<file path="src/rtl/demoscene_engine.sv">
// Demo tile top: VGA timing and pattern generator, SPI register bank, square-wave synth with PWM audio out.
// Latency: video outputs 1 cycle after counter state; SPI writes land 1 cycle after the 16th synchronised SCLK rise.
// Backpressure: none; free-running pixel pipeline, and SPI is paced by the external master (SCLK <= clk/8).
module demoscene_engine #(
    parameter int H_ACTIVE      = 640,
    parameter int H_FP          = 16,
    parameter int H_SYNC        = 96,
    parameter int H_BP          = 48,
    parameter int V_ACTIVE      = 480,
    parameter int V_FP          = 10,
    parameter int V_SYNC        = 2,
    parameter int V_BP          = 33,
    parameter int COLOR_BITS    = 2,
    parameter int AUDIO_CH      = 2,
    parameter int PWM_BITS      = 8,
    parameter int TONE_PRESCALE = 64
) (
    input  logic                  clk,
    input  logic                  reset,
    input  logic                  SCLK,
    input  logic                  SSEL,
    input  logic                  MOSI,
    output logic                  MISO,
    output logic [COLOR_BITS-1:0] vga_r,
    output logic [COLOR_BITS-1:0] vga_g,
    output logic [COLOR_BITS-1:0] vga_b,
    output logic                  hsync,
    output logic                  vsync,
    output logic                  pwm_out
);
    localparam int H_TOTAL  = H_ACTIVE + H_FP + H_SYNC + H_BP;
    localparam int V_TOTAL  = V_ACTIVE + V_FP + V_SYNC + V_BP;
    localparam int HS_START = H_ACTIVE + H_FP;
    localparam int HS_END   = H_ACTIVE + H_FP + H_SYNC;
    localparam int VS_START = V_ACTIVE + V_FP;
    localparam int VS_END   = V_ACTIVE + V_FP + V_SYNC;
    localparam int HW       = $clog2(H_TOTAL);
    localparam int VW       = $clog2(V_TOTAL);
    localparam int DIVW     = $clog2(256 * TONE_PRESCALE);
    localparam int VOL      = (2**PWM_BITS - 1) / AUDIO_CH;

    logic [HW-1:0] hpos;
    logic [VW-1:0] vpos;
    logic [11:0]   frame;
    logic [3:0]    ctrl;
    logic [7:0]    scroll;
    logic [7:0]    tone [AUDIO_CH];

    // ---------------- timing ----------------
    always_ff @(posedge clk) begin
        if (reset) begin
            hpos <= '0;
            vpos <= '0;
        end else if (int'(hpos) == H_TOTAL - 1) begin
            hpos <= '0;
            vpos <= (int'(vpos) == V_TOTAL - 1) ? '0 : vpos + 1'b1;
        end else begin
            hpos <= hpos + 1'b1;
        end
    end

    logic [11:0] h12, v12, p;
    logic        display_on, hs_n, vs_n, frame_upd;
    logic        p_unused;

    always_comb begin
        h12 = 12'(hpos);
        v12 = 12'(vpos);
        case (ctrl[3:2])
            2'd0:    p = (h12 ^ v12) + frame;
            2'd1:    p = h12 + frame;
            2'd2:    p = v12 + frame;
            default: p = {h12[5] ^ v12[5], 11'b0} + frame;
        endcase
        display_on = (int'(hpos) < H_ACTIVE) && (int'(vpos) < V_ACTIVE);
        hs_n       = !((int'(hpos) >= HS_START) && (int'(hpos) < HS_END));
        vs_n       = !((int'(vpos) >= VS_START) && (int'(vpos) < VS_END));
        frame_upd  = (hpos == '0) && (int'(vpos) == VS_START);
    end
    assign p_unused = ^p;

    always_ff @(posedge clk) begin
        if (reset) begin
            frame <= '0;
            hsync <= 1'b1;
            vsync <= 1'b1;
            vga_r <= '0;
            vga_g <= '0;
            vga_b <= '0;
        end else begin
            // scroll is sampled here before any same-cycle SPI write lands
            if (frame_upd)
                frame <= frame + 12'(scroll);
            hsync <= hs_n;
            vsync <= vs_n;
            if (display_on && ctrl[0]) begin
                vga_r <= p[2 +: COLOR_BITS];
                vga_g <= p[2 + COLOR_BITS +: COLOR_BITS];
                vga_b <= p[2 + 2*COLOR_BITS +: COLOR_BITS];
            end else begin
                vga_r <= '0;
                vga_g <= '0;
                vga_b <= '0;
            end
        end
    end

    // ---------------- SPI slave ----------------
    logic [1:0]  sclk_s, ssel_s, mosi_s;
    logic        sclk_q, rise, fall, selected;
    logic [3:0]  bit_cnt;
    logic [14:0] shift_in;
    logic [7:0]  shift_out;
    logic        rd_active;
    logic [15:0] word;
    logic [7:0]  hdr, rd_val;
    logic        wr_en;
    logic [AUDIO_CH-1:0] tone_wr;

    always_ff @(posedge clk) begin
        if (reset) begin
            sclk_s <= 2'b00;
            ssel_s <= 2'b11;
            mosi_s <= 2'b00;
            sclk_q <= 1'b0;
        end else begin
            sclk_s <= {sclk_s[0], SCLK};
            ssel_s <= {ssel_s[0], SSEL};
            mosi_s <= {mosi_s[0], MOSI};
            sclk_q <= sclk_s[1];
        end
    end

    always_comb begin
        rise     = sclk_s[1] & ~sclk_q;
        fall     = ~sclk_s[1] & sclk_q;
        selected = ~ssel_s[1];
        word     = {shift_in, mosi_s[1]};
        hdr      = {shift_in[6:0], mosi_s[1]};
        wr_en    = rise && selected && (bit_cnt == 4'd15) && word[15];
        rd_val   = 8'h00;
        if (hdr[6:0] == 7'd0)
            rd_val = {4'b0, ctrl};
        else if (hdr[6:0] == 7'd1)
            rd_val = scroll;
        for (int c = 0; c < AUDIO_CH; c++) begin
            if (hdr[6:0] == 7'(2 + c))
                rd_val = tone[c];
            tone_wr[c] = wr_en && (word[14:8] == 7'(2 + c));
        end
    end

    always_ff @(posedge clk) begin
        if (reset) begin
            bit_cnt   <= '0;
            shift_in  <= '0;
            shift_out <= '0;
            rd_active <= 1'b0;
            MISO      <= 1'b0;
        end else if (!selected) begin
            bit_cnt   <= '0;
            rd_active <= 1'b0;
            MISO      <= 1'b0;
        end else if (rise) begin
            shift_in <= word[14:0];
            bit_cnt  <= bit_cnt + 1'b1;
            if (bit_cnt == 4'd7 && !hdr[7]) begin
                shift_out <= rd_val;
                rd_active <= 1'b1;
            end
            if (bit_cnt == 4'd15) begin
                rd_active <= 1'b0;
                MISO      <= 1'b0;
            end
        end else if (fall && rd_active) begin
            MISO      <= shift_out[7];
            shift_out <= {shift_out[6:0], 1'b0};
        end
    end

    always_ff @(posedge clk) begin
        if (reset) begin
            ctrl   <= 4'b0001;
            scroll <= '0;
            for (int c = 0; c < AUDIO_CH; c++)
                tone[c] <= '0;
        end else if (wr_en) begin
            if (word[14:8] == 7'd0)
                ctrl <= word[3:0];
            if (word[14:8] == 7'd1)
                scroll <= word[7:0];
            for (int c = 0; c < AUDIO_CH; c++)
                if (tone_wr[c])
                    tone[c] <= word[7:0];
        end
    end

    // ---------------- tone synth, mixer, PWM ----------------
    logic [DIVW-1:0]     div     [AUDIO_CH];
    logic [DIVW-1:0]     div_lim [AUDIO_CH];
    logic [AUDIO_CH-1:0] sq;
    logic [2:0]          n_high;
    logic [PWM_BITS-1:0] sample, pwm_cnt, duty;

    always_comb begin
        n_high = '0;
        for (int c = 0; c < AUDIO_CH; c++) begin
            div_lim[c] = DIVW'((int'(tone[c]) + 1) * TONE_PRESCALE - 1);
            n_high     = n_high + 3'(sq[c]);
        end
        sample = ctrl[1] ? PWM_BITS'(VOL * int'(n_high)) : '0;
    end

    always_ff @(posedge clk) begin
        for (int c = 0; c < AUDIO_CH; c++) begin
            if (reset) begin
                div[c] <= '0;
                sq[c]  <= 1'b0;
            end else if (tone_wr[c]) begin
                div[c] <= '0;
            end else if (tone[c] == 8'd0) begin
                div[c] <= '0;
                sq[c]  <= 1'b0;
            end else if (div[c] == div_lim[c]) begin
                div[c] <= '0;
                sq[c]  <= ~sq[c];
            end else begin
                div[c] <= div[c] + 1'b1;
            end
        end
    end

    always_ff @(posedge clk) begin
        if (reset) begin
            pwm_cnt <= '0;
            duty    <= '0;
            pwm_out <= 1'b0;
        end else begin
            pwm_cnt <= pwm_cnt + 1'b1;
            if (pwm_cnt == '1)
                duty <= sample;
            pwm_out <= (pwm_cnt < duty);
        end
    end
endmodule

</file>
<file path="config.mk">
export PLATFORM = sky130hd
export DESIGN_NAME = demoscene_engine
export DESIGN_NICKNAME = d
export VERILOG_FILES = /design/src/rtl/demoscene_engine.sv
export SDC_FILE = /design/constraint.sdc
export NUM_CORES = 1
export LEC_CHECK = 0
export ABC_AREA = 1
export CELL_PAD_IN_SITES_DETAIL_PLACEMENT = 1
export CELL_PAD_IN_SITES_GLOBAL_PLACEMENT = 2
export CORE_MARGIN = 4
export CORE_UTILIZATION = 37
export CTS_CLUSTER_SIZE = 20
export DETAILED_ROUTE_END_ITERATION = 6
export PLACE_DENSITY_LB_ADDON = 0.1
export RECOVER_POWER = 100
export SYNTH_ARGS = -nofsm -noshare
export SYNTH_HDL_FRONTEND = slang
export SYNTH_SLANG_ARGS = --single-unit
export TNS_END_PERCENT = 50
</file>
<file path="constraint.sdc">
create_clock -name clk -period 2.7 [get_ports clk]
set_clock_uncertainty 0.15 [all_clocks]
set_input_delay 0.54 -clock clk [delete_from_list [all_inputs] [get_ports clk]]
set_output_delay 0.54 -clock clk [all_outputs]
set_load 0.01 [all_outputs]
</file>
; Word level (Yosys, flattened, before mapping)
; Memory sizes are Yosys's and may differ from the RTL's.
; Index checks and enable logic that the tools add are counted.
[op_classes]
n_addsub = 16
mul = 1
n_lt_le_gt_ge = 7
eq_ne = 18
mux = 71
bitwise = 21
n_reduce_logical = 36
[ops]
columns = operator, n
row1 = two-way mux 14 bit, 8
row2 = two-way mux 8 bit, 10
row3 = two-way mux 1 bit, 51
row4 = "adder 14 x 1 -> 14 bit, second input constant", 2
row5 = equality test 14 bit, 2
row6 = "equality test 7 x 2 -> 1 bit, second input constant", 4
row7 = "subtractor 14 x 1 -> 14 bit, second input constant", 2
row8 = "adder 8 x 1 -> 8 bit, second input constant", 3
row9 = adder 8 bit, 3
row10 = one-hot mux 8 bit (3 select lines), 1
row11 = "adder 10 x 1 -> 10 bit, second input constant", 2
row12 = "equality test 10 bit, second input constant", 2
row13 = "less-than comparator 10 bit, second input constant", 2
row14 = "less-than comparator 10 x 9 -> 1 bit, second input constant", 2
row15 = logical NOT 8 bit, 2
row16 = "equality test 7 x 1 -> 1 bit, second input constant", 2
row17 = logical NOT 7 bit, 2
row18 = AND reduction 2 bit, 7
row19 = adder 12 x 8 -> 12 bit, 1
row20 = logical AND 1 bit, 12
row21 = "equality test 10 x 9 -> 1 bit, second input constant", 1
row22 = "greater-or-equal comparator 10 bit, second input constant", 1
row23 = "greater-or-equal comparator 10 x 9 -> 1 bit, second input constant", 1
row24 = logical NOT 10 bit, 1
row25 = other kinds (21), 46
[totals]
reg_bits = 107
ram_bits = 44
input_bits = 5
word_cells = 196
n_memories = 2
[memory_table]
columns = memory, words, word_bits, rd, rd_clocked_by_memory_dff, wr, line
row1 = div, 2, 14, 2, 0, 2, 199  ; logic [DIVW-1:0] div [AUDIO_CH];
row2 = tone, 2, 8, 2, 0, 2, 47  ; logic [7:0] tone [AUDIO_CH];

; Longest topological paths before layout
; Gate-level depths: netlist (run 1).
[logic_depth]
ltp_word = 13
depth_mapped = 17
depth_no_buf = 17

; Worst setup path after synthesis (run 1)
; OpenSTA, ideal clock, no wires.
[synth_path]
kind = reg-to-reg
start = reg ctrl[2]
end = reg vga_b[1]
setup_ps = 71
t_arrival_ps = 2206
required_time_ps = 2479
setup_slack_ps = 273
stages_incl_launch_ff = 18
n_path_buf = 0
period_less_slack_ps = 2427
cell_sequence = dfxtp_1 inv_1 ha_1 inv_2 o221ai_1 o21ai_0 inv_1 ha_1 nand2_1 o21ai_1 nand2_1 nand2_1 nand2_1 nand2_1 nand2_1 nand2_1 nand2_1 a21oi_1
[synth_between]
elab_chain_cells = 2
elab_cells_between_ends = 4
classes_between = eq/ne: 2 / mux: 1 / reduce/logical: 1
[synth_rtl]
columns = element, line
row1 = start: declaration, 45  ; logic [3:0] ctrl;
row2 = start signal: assignment, 189  ; ctrl <= word[3:0];
row3 = equality test 2 bit (tied with other cells), 69  ; case (ctrl[3:2])
row4 = one-hot mux 8 bit (3 select lines) *, 69
row5 = end signal: assignment, 99  ; vga_b <= p[2 + 2*COLOR_BITS +: COLOR_BITS];
row6 = end: declaration, 26  ; output logic [COLOR_BITS-1:0] vga_b,
; Every way passes the cells marked *; elsewhere a longest branch is shown, timed or not.
; A chain may end at the register's enable or synchronous reset.

; Final worst setup path (run 1)
[layout_path]
start = reg ctrl[2]
end = reg vga_b[0]
; The elaborated chain is that of the path after synthesis.

==> results.txt, run 1 <==
----------------------------------------------------
[Placed design]
  Dpl cells ... 1,412
  GPL Wtd Cong ... 0.880
  Port-buffer cells ... 14
  HPWL after DPL ... 16,700 um
  Post-placement worst setup slack ... -0.0183 ns

[Layout]
  Diodes inserted ... 0
  Share of final-layout standard cells stronger than drive strength 1 ... 0.106
  Area growth from synthesis to layout ... 17.1%
  Number of nets in the final layout ... 1,206
  Layout Cells excl Fill ... 1,454
  Count of filler cells inserted in the layout ... 2,745

[STA]
  Fin. max-slew vios ... 0
  Unrepaired setup endpoints after global routing ... yes
  Slack of the critical path ... 0.187 ns
  Fin crit period ... 2.51 ns
  Worst-Margin Slew ... 1.01 ns
  Final worst-path cycle share ... 0.931
  Count of final setup violators ... 0
  Hold Fails Final Rpt ... 0
  Highest clock frequency the design can meet ... 398 MHz
  Relative slew slack ... 0.326

[Logic synthesis]
  Synth Cell Area ... 0.00814 mm2
  Top_reg_cell synth ... dfxtp_1
  Post-synthesis async set-or-reset flop share ... 0
  Synth warn ... 0
  Post-Synthesis Mean Instance Area ... 7.48 um2
  Sequential cell area fraction in the yosys report ... 0.403
  Number of flip-flops and latches in the synthesized netlist ... 142
  Count of distinct cell types in the synthesized netlist ... 47
  Post-synth EDFFs ... 44
  Number of instances in the synthesized netlist ... 1,088

[Drt]
  Antenna violation net count after detailed routing ... 0
  Wirelength per Cell ... 14.9 um
  Drt initial violations ... 356
  First-pass detailed-route iteration total ... 4
  Aggregate routed wire length ... 21,600 um
  Number of vias after detailed routing ... 7,223
  DRC violations left ... 0
  Mean number of vias per cell ... 4.97

[Critical path]
  Critical-path cell list ... inv_1 > ha_4 > buf_4 > a221oi_1 > a21oi_1 > ha_1 > a21oi_1 > o21a_1 > a21oi_1 > nand3b_1 > nand2_1 > inv_1
  Max incr delay on CP ... 0.38 ns
  Critical path launch point type ... flop
  Endpoint arrival time on the critical path ... 2.69 ns
  Crit-path most repeated cell ... a21oi_1
  Worst path bufs/invs ... 3
  Startpoint of the worst setup timing path ... ctrl[2]
  CP top delay family ... compound AO/OA/AOI/OAI gates
  Cell at the slowest stage of the critical path ... ha_1
  Type of the worst setup path ... reg -> reg
  Largest driver fanout on the critical path ... 6
  Reg2reg start ... ctrl[2]
  Setup crit end kind ... flop
  Critical path required time ... 2.87 ns

[Clock network]
  Root buffer cell ... clkbuf_16
  Num Clock Sinks ... 142
  Clk_lat worst skew ... 0.43 ns
  Clock tree from TritonCTS ... done
  Number of buffers inserted for hold repair after clock tree synthesis ... 0
  Number of buffers added by the clock tree synthesis step ... 17
  Clock-pin slew on the worst setup and hold paths ... 0.07 ns
  H-tree depth ... 4
  Number of buffers on the longest clock path ... 2

[Global route]
  Maximum number of pins on one net before global-route repair ... 28
  Via count of the first global-routing pass ... 7,301
  Gr usage total ... 0.185
  Wire length of the first global-routing pass ... 36,700 um
  Total congestion overflow ... 0
  Antenna violations before repair ... 0

[Job]
  Number of maximum-capacitance violations ... 0

[Floorplanning]
  Initial Util ... 0.374
  Die X-Extent ... 156 um
  Die height ... 156 um
  Floorplan core area ... 0.0218 mm2
  Count of pins on the block boundary ... 15
  Placement row count ... 54
  Total die area ... 0.0244 mm2

[Outcome]
  Run status ... finished clean

[Min path]
  Worst hold start ... sclk_s[0]
  Min-Delay Path Class ... reg -> reg

[Power]
  PD cells ... 543 mW/mm2
  Static leakage ... 4.20 nW
  Total power ... 5.17 mW
  IR Drop Worst-Case VDD ... 0.000411 V

----------------------------------------------------
## layer usage
metal,GRT usage,part of all wire,up-vias
li1,-,-,3738
met1,0.258,0.50,3421
met2,0.302,0.46,49
met3,0.0301,0.022,15
met4,0.0434,0.010,0
met5,0,0,-
## registers in the layout (all words and copies together) (netlist names), 3 cells and up
name / flops
vpos: 10
div: 28
hpos: 10
ctrl: 4
tone: 16
frame: 8
shift_out: 8
bit_cnt: 4
duty: 3
pwm_cnt: 8
shift_in: 15
scroll: 8
## cell families (layout without fill, tap and decap cells)
family | after synthesis | in the layout | synth area share
AOI/OAI and AO/OA | 205 | 205 | 0.138
xor gates and xnor gates | 29 | 29 | 0.0312
adders and majority gates | 40 | 40 | 0.0624
buffers and inverters | 188 | 247 | 0.0901
DFF | 142 | 142 | 0.403
other | 1 | 28 | 0.000461
and+or+nand+nor | 483 | 483 | 0.274
## timing repair
item | 4_1_cts | 5_1_grt
cloned | 0 | 0
gates resized for setup | 1 | 16
pin swaps | 0 | 2
buffers inserted | 0 | 10
setup endpoints to repair | 1 | 34
## final cells by class
class	count	area, um2	share of cell area
inverter	166	626	0.0656
multi-input combinational	785	4260	0.447
sequential	142	3280	0.345
tap	280	350	0.0368
timing repair buffer	49	393	0.0412
clock inverter	12	131	0.0138
clock buffer	20	489	0.0513
## cell usage in the layout, fill, tap and decap left out, drive strengths merged, types with 2 or more instances in the layout
cell           synthesis  layout
nand4                 27      27
nand3                 64      64
o21bai                 2       2
dfxtp                 98      98
clkdlybuf4s50          0       3
clkbuf                13      26
edfxtp                44      44
inv                  166     176
a211oi                 3       3
xnor2                  9       9
dlygate4sd3            0      11
nor3b                  5       5
o211ai                 8       8
nor3                  34      34
o22ai                  2       2
nor4                   8       8
or2                    4       4
a21oi                 94      94
nand3b                 4       4
a221oi                 3       3
xor2                  20      20
ha                    39      39
nand2                207     207
nor2                 130     130
o221ai                 7       7
buf                    9      29
conb                   1      28
o21ai                 82      82
## worst register-to-register path, cell delays in order, from the launching register on
cell and delay (ns):
dfxtp_1 0.36, inv_1 0.11, ha_4 0.28, buf_4 0.15
a221oi_1 0.21, a21oi_1 0.11, ha_1 0.38, a21oi_1 0.20
o21a_1 0.16, a21oi_1 0.06, nand3b_1 0.15, nand2_1 0.07
inv_1 0.03
## Yosys cell counts (2+ instances only)
library cell	count	area, um2
nand2_1	202	758
inv_1	157	589
nor2_1	104	390
dfxtp_1	98	1960
a21oi_1	90	450
o21ai_0	79	395
nand3_1	61	305
edfxtp_1	44	1320
ha_1	39	488
nor3_1	30	150
nand4_1	25	156
nor2_2	23	144
xor2_1	20	175
clkbuf_1	13	48.8
inv_2	9	33.8
xnor2_1	9	78.8
o211ai_1	8	60.1
nor4_1	7	43.8
o221ai_1	7	61.3
nor3b_1	5	37.5
a21oi_2	4	35.0
buf_2	4	20.0
nand2_2	4	25.0
nand3b_1	4	30.0
or2_2	4	25.0
a211oi_1	3	22.5
a221oi_1	3	26.3
nand3_2	3	30.0
nor2_4	3	33.8
nor3_2	3	30.0
o21ai_1	3	15.0
buf_4	2	15.0
buf_6	2	22.5
o21bai_1	2	15.0
o22ai_1	2	12.5
## through the flow
| step | util | TNS (ns) | instance area (um2) | hold slack, ns |
|---|---|---|---|---|
| 3_3_place_gp | 0.406 | 0 | 8820 | 0.244 |
| 3_5_place_dp | 0.406 | -0.0183 | 8820 | 0.253 |
| 5_1_grt | 0.438 | -0.0841 | 9530 | 0.303 |
| 6_report | 0.438 | 0 | 9530 | 0.258 |
| 2_1_floorplan | - | 0 | 8240 | 0.238 |
| 4_1_cts | 0.434 | 0 | 9450 | 0.263 |
## final timing paths
check,end,slack [ns],depth (start not counted)
worst min register to register,sclk_s[1],0.26,2
worst max-delay path,vga_b[0],0.19,12
worst min-delay path,sclk_s[1],0.26,2
worst max register to register,vga_b[0],0.19,12
## power by group
| group | leakage, nW | internal, mW | total (mW) | switching, mW |
|---|---|---|---|---|
| clock | 0.309 | 1.44 | 2.49 | 1.05 |
| combinational | 2.66 | 0.134 | 0.363 | 0.229 |
| sequential | 1.23 | 2.26 | 2.32 | 0.0603 |
Note: power is estimated with default switching activity, not from simulation.
==> inputs of run 2 (changes only) <==
--- a/constraint.sdc
+++ b/constraint.sdc
@@ -3,3 +3,3 @@
 set_input_delay 0.54 -clock clk [delete_from_list [all_inputs] [get_ports clk]]
 set_output_delay 0.54 -clock clk [all_outputs]
-set_load 0.01 [all_outputs]
+set_load 0.1 [all_outputs]
==> results.txt, run 2 (same netlist as run 1, synthesis figures left out) <==
----------------------------------------------------
[Outcome]
  Run status ... finished clean

[Layout]
  Layout Cells excl Fill ... 1,448
  Finished Core Util ... 0.434
  Most used cells in the layout excluding fill and tap cells ... nand2_1 (201), inv_1 (159), nor2_1 (103)
  Number of nets in the final layout ... 1,200
  Leading cell type in the layout, fill and taps excluded ... nand2_1
  Register bank with the most flops ... div
  Area growth from synthesis to layout ... 16.0%
  Largest register FFs ... 28
  Share of final-layout standard cells stronger than drive strength 1 ... 0.103
  Diodes inserted ... 0
  Post-route cell area ... 0.00945 mm2
  Largest registers ranked by flip-flop count ... div: 28 flops, tone: 16 flops, shift_in: 15 flops

[Power]
  Portion of total power attributed to combinational logic ... 0.073
  Sequential share of power ... 0.455
  Static leakage ... 4.13 nW
  Clock network power share ... 0.472
  PD cells ... 540 mW/mm2
  Internal Dissipation ... 3.79 mW
  Switch Pwr ... 1.31 mW
  IR Drop Worst-Case VDD ... 0.000434 V
  Total power ... 5.10 mW
  Sw Ratio ... 0.257

[Clock network]
  H-tree depth ... 4
  Clock tree from TritonCTS ... done
  Root buffer cell ... clkbuf_16
  Number of buffers added by the clock tree synthesis step ... 17
  Clk_lat worst skew ... 0.43 ns
  Number of buffers on the longest clock path ... 2
  Num Clock Sinks ... 142
  Clock-pin slew on the worst setup and hold paths ... 0.06 ns

[Critical path]
  Largest driver fanout on the critical path ... 7
  Critical path launch point type ... flop
  Reg2reg start ... ctrl[2]
  Critical-path cell list ... inv_1 > ha_4 > buf_4 > a221oi_1 > a21oi_1 > ha_1 > nand2_1 > inv_1 > nand2_1 > nand2_1 > nand2_1 > nand2_1 > nand2_1 > nand2_1 > nand2_1 > a21oi_1
  Endpoint arrival time on the critical path ... 2.69 ns
  Cell at the slowest stage of the critical path ... ha_1
  Crit-path most repeated cell ... nand2_1
  Max incr delay on CP ... 0.38 ns
  Setup crit end kind ... flop
  Startpoint of the worst setup timing path ... ctrl[2]
  Type of the worst setup path ... reg -> reg
  Critical path required time ... 2.91 ns

[Global route]
  Maximum number of pins on one net before global-route repair ... 28
  Antenna violations before repair ... 0
  Via count of the first global-routing pass ... 7,486
  Total congestion overflow ... 0
  Gr usage total ... 0.187
  Wire length of the first global-routing pass ... 37,200 um

[STA]
  Fin crit period ... 2.48 ns
  Relative slew slack ... 0.225
  Worst-Margin Slew ... 1.17 ns
  Slack of the critical path ... 0.223 ns
  Hold Fails Final Rpt ... 0
  Fin. max-slew vios ... 0
  Count of final setup violators ... 0
  Highest clock frequency the design can meet ... 404 MHz
  Final worst-path cycle share ... 0.917

[Drt]
  M1 wire length ... 11,000 um
  Metal3 WL ... 471 um
  Routed wire length on met2 ... 10,100 um
  Wirelength per Cell ... 15.0 um
  Uppermost signal routing layer after detailed routing ... met4
  Drt initial violations ... 331
  Number of vias after detailed routing ... 7,202
  Antenna violation net count after detailed routing ... 0
  Mean number of vias per cell ... 4.97
  Aggregate routed wire length ... 21,700 um
  DRC violations left ... 0
  First-pass detailed-route iteration total ... 4

[Placed design]
  Dpl cells ... 1,410
  Placed cell areas ... 0.00878 mm2
  HPWL after DPL ... 16,800 um
  Port-buffer cells ... 14
  Post-placement worst setup slack ... 0.0269 ns
  GPL Wtd Cong ... 0.880

[Floorplanning]
  Floorplan core area ... 0.0218 mm2
  Die height ... 156 um
  Initial Util ... 0.374
  Die X-Extent ... 156 um
  Placement row count ... 54
  Total die area ... 0.0244 mm2
  Count of pins on the block boundary ... 15

[Job]
  Number of maximum-capacitance violations ... 0

[Min path]
  Worst hold start ... mosi_s[0]
  Min-Delay Path Class ... reg -> reg

----------------------------------------------------
## run 2: cell types whose count changed in the layout (fill, tap and decap cells not counted), moves of 2 or more
| cell | before | now |
|---|---|---|
| inv_8 | 3 | 1 |
| clkinv_4 | 1 | 4 |
| dlygate4sd3_1 | 11 | 1 |
| clkbuf_1 | 6 | 16 |
| nor2_2 | 23 | 25 |
| inv_6 | 6 | 4 |
| inv_4 | 2 | 0 |
| clkinv_2 | 0 | 2 |
| buf_4 | 28 | 19 |
## run 2: layout make-up
type,instances,area (um2)
clock buffer,20,479
clock inverter,12,121
fill,2748,12300
inverter,166,623
multi-input combinational,785,4270
sequential,142,3280
tap,280,350
timing repair buffer,42,309
timing repair inverter,1,7.51
## run 2: what timing repair did
item / 4_1_cts / 5_1_grt
resized for setup: 0 / 20
endpoints found under the setup margin: 0 / 32
hold buffers: 0 / 0
buffers inserted: 0 / 4
## run 2: worst paths after layout
path | end | slack, ns | depth (start not counted)
setup / recovery | vga_b[1] | 0.22 | 16
setup reg to reg | vga_b[1] | 0.22 | 16
hold / removal | mosi_s[1] | 0.26 | 2
hold reg to reg | mosi_s[1] | 0.26 | 2
## run 2: through the flow
| stage | hold slack, ns | TNS [ns] |
|---|---|---|
| 2_1_floorplan | 0.238 | 0 |
| 6_report | 0.257 | 0 |
| 3_3_place_gp | 0.240 | 0 |
| 5_1_grt | 0.269 | -0.0170 |
| 3_5_place_dp | 0.248 | 0 |
| 4_1_cts | 0.259 | 0 |
## run 2: critical path: cells and delay by family, from the launching register on
| kind | cells | cell delay (ns) |
|---|---|---|
| buffers and inverters | 3 | 0.31 |
| AOI/OAI and AO/OA | 3 | 0.43 |
| DFF | 1 | 0.36 |
| adders and majority gates | 2 | 0.66 |
| and+or+nand+nor | 8 | 0.50 |
## run 2: per-layer routing
metal / track usage / up-vias
met2: 0.302 / 51
met1: 0.260 / 3416
met3: 0.0257 / 13
met5: 0 / -
met4: 0.0570 / 0
li1: - / 3722
## run 2: power groups by stage
stage / Combinational, mW / Sequential, mW / Clock [mW]
final: 0.372 / 2.32 / 2.41
after global routing: 0.433 / 2.33 / 2.55
after CTS: 0.369 / 2.32 / 2.47
after detailed placement: 0.366 / 2.37 / 0
after global placement: 0.359 / 2.37 / 0
after floorplan: 0.263 / 2.36 / 0
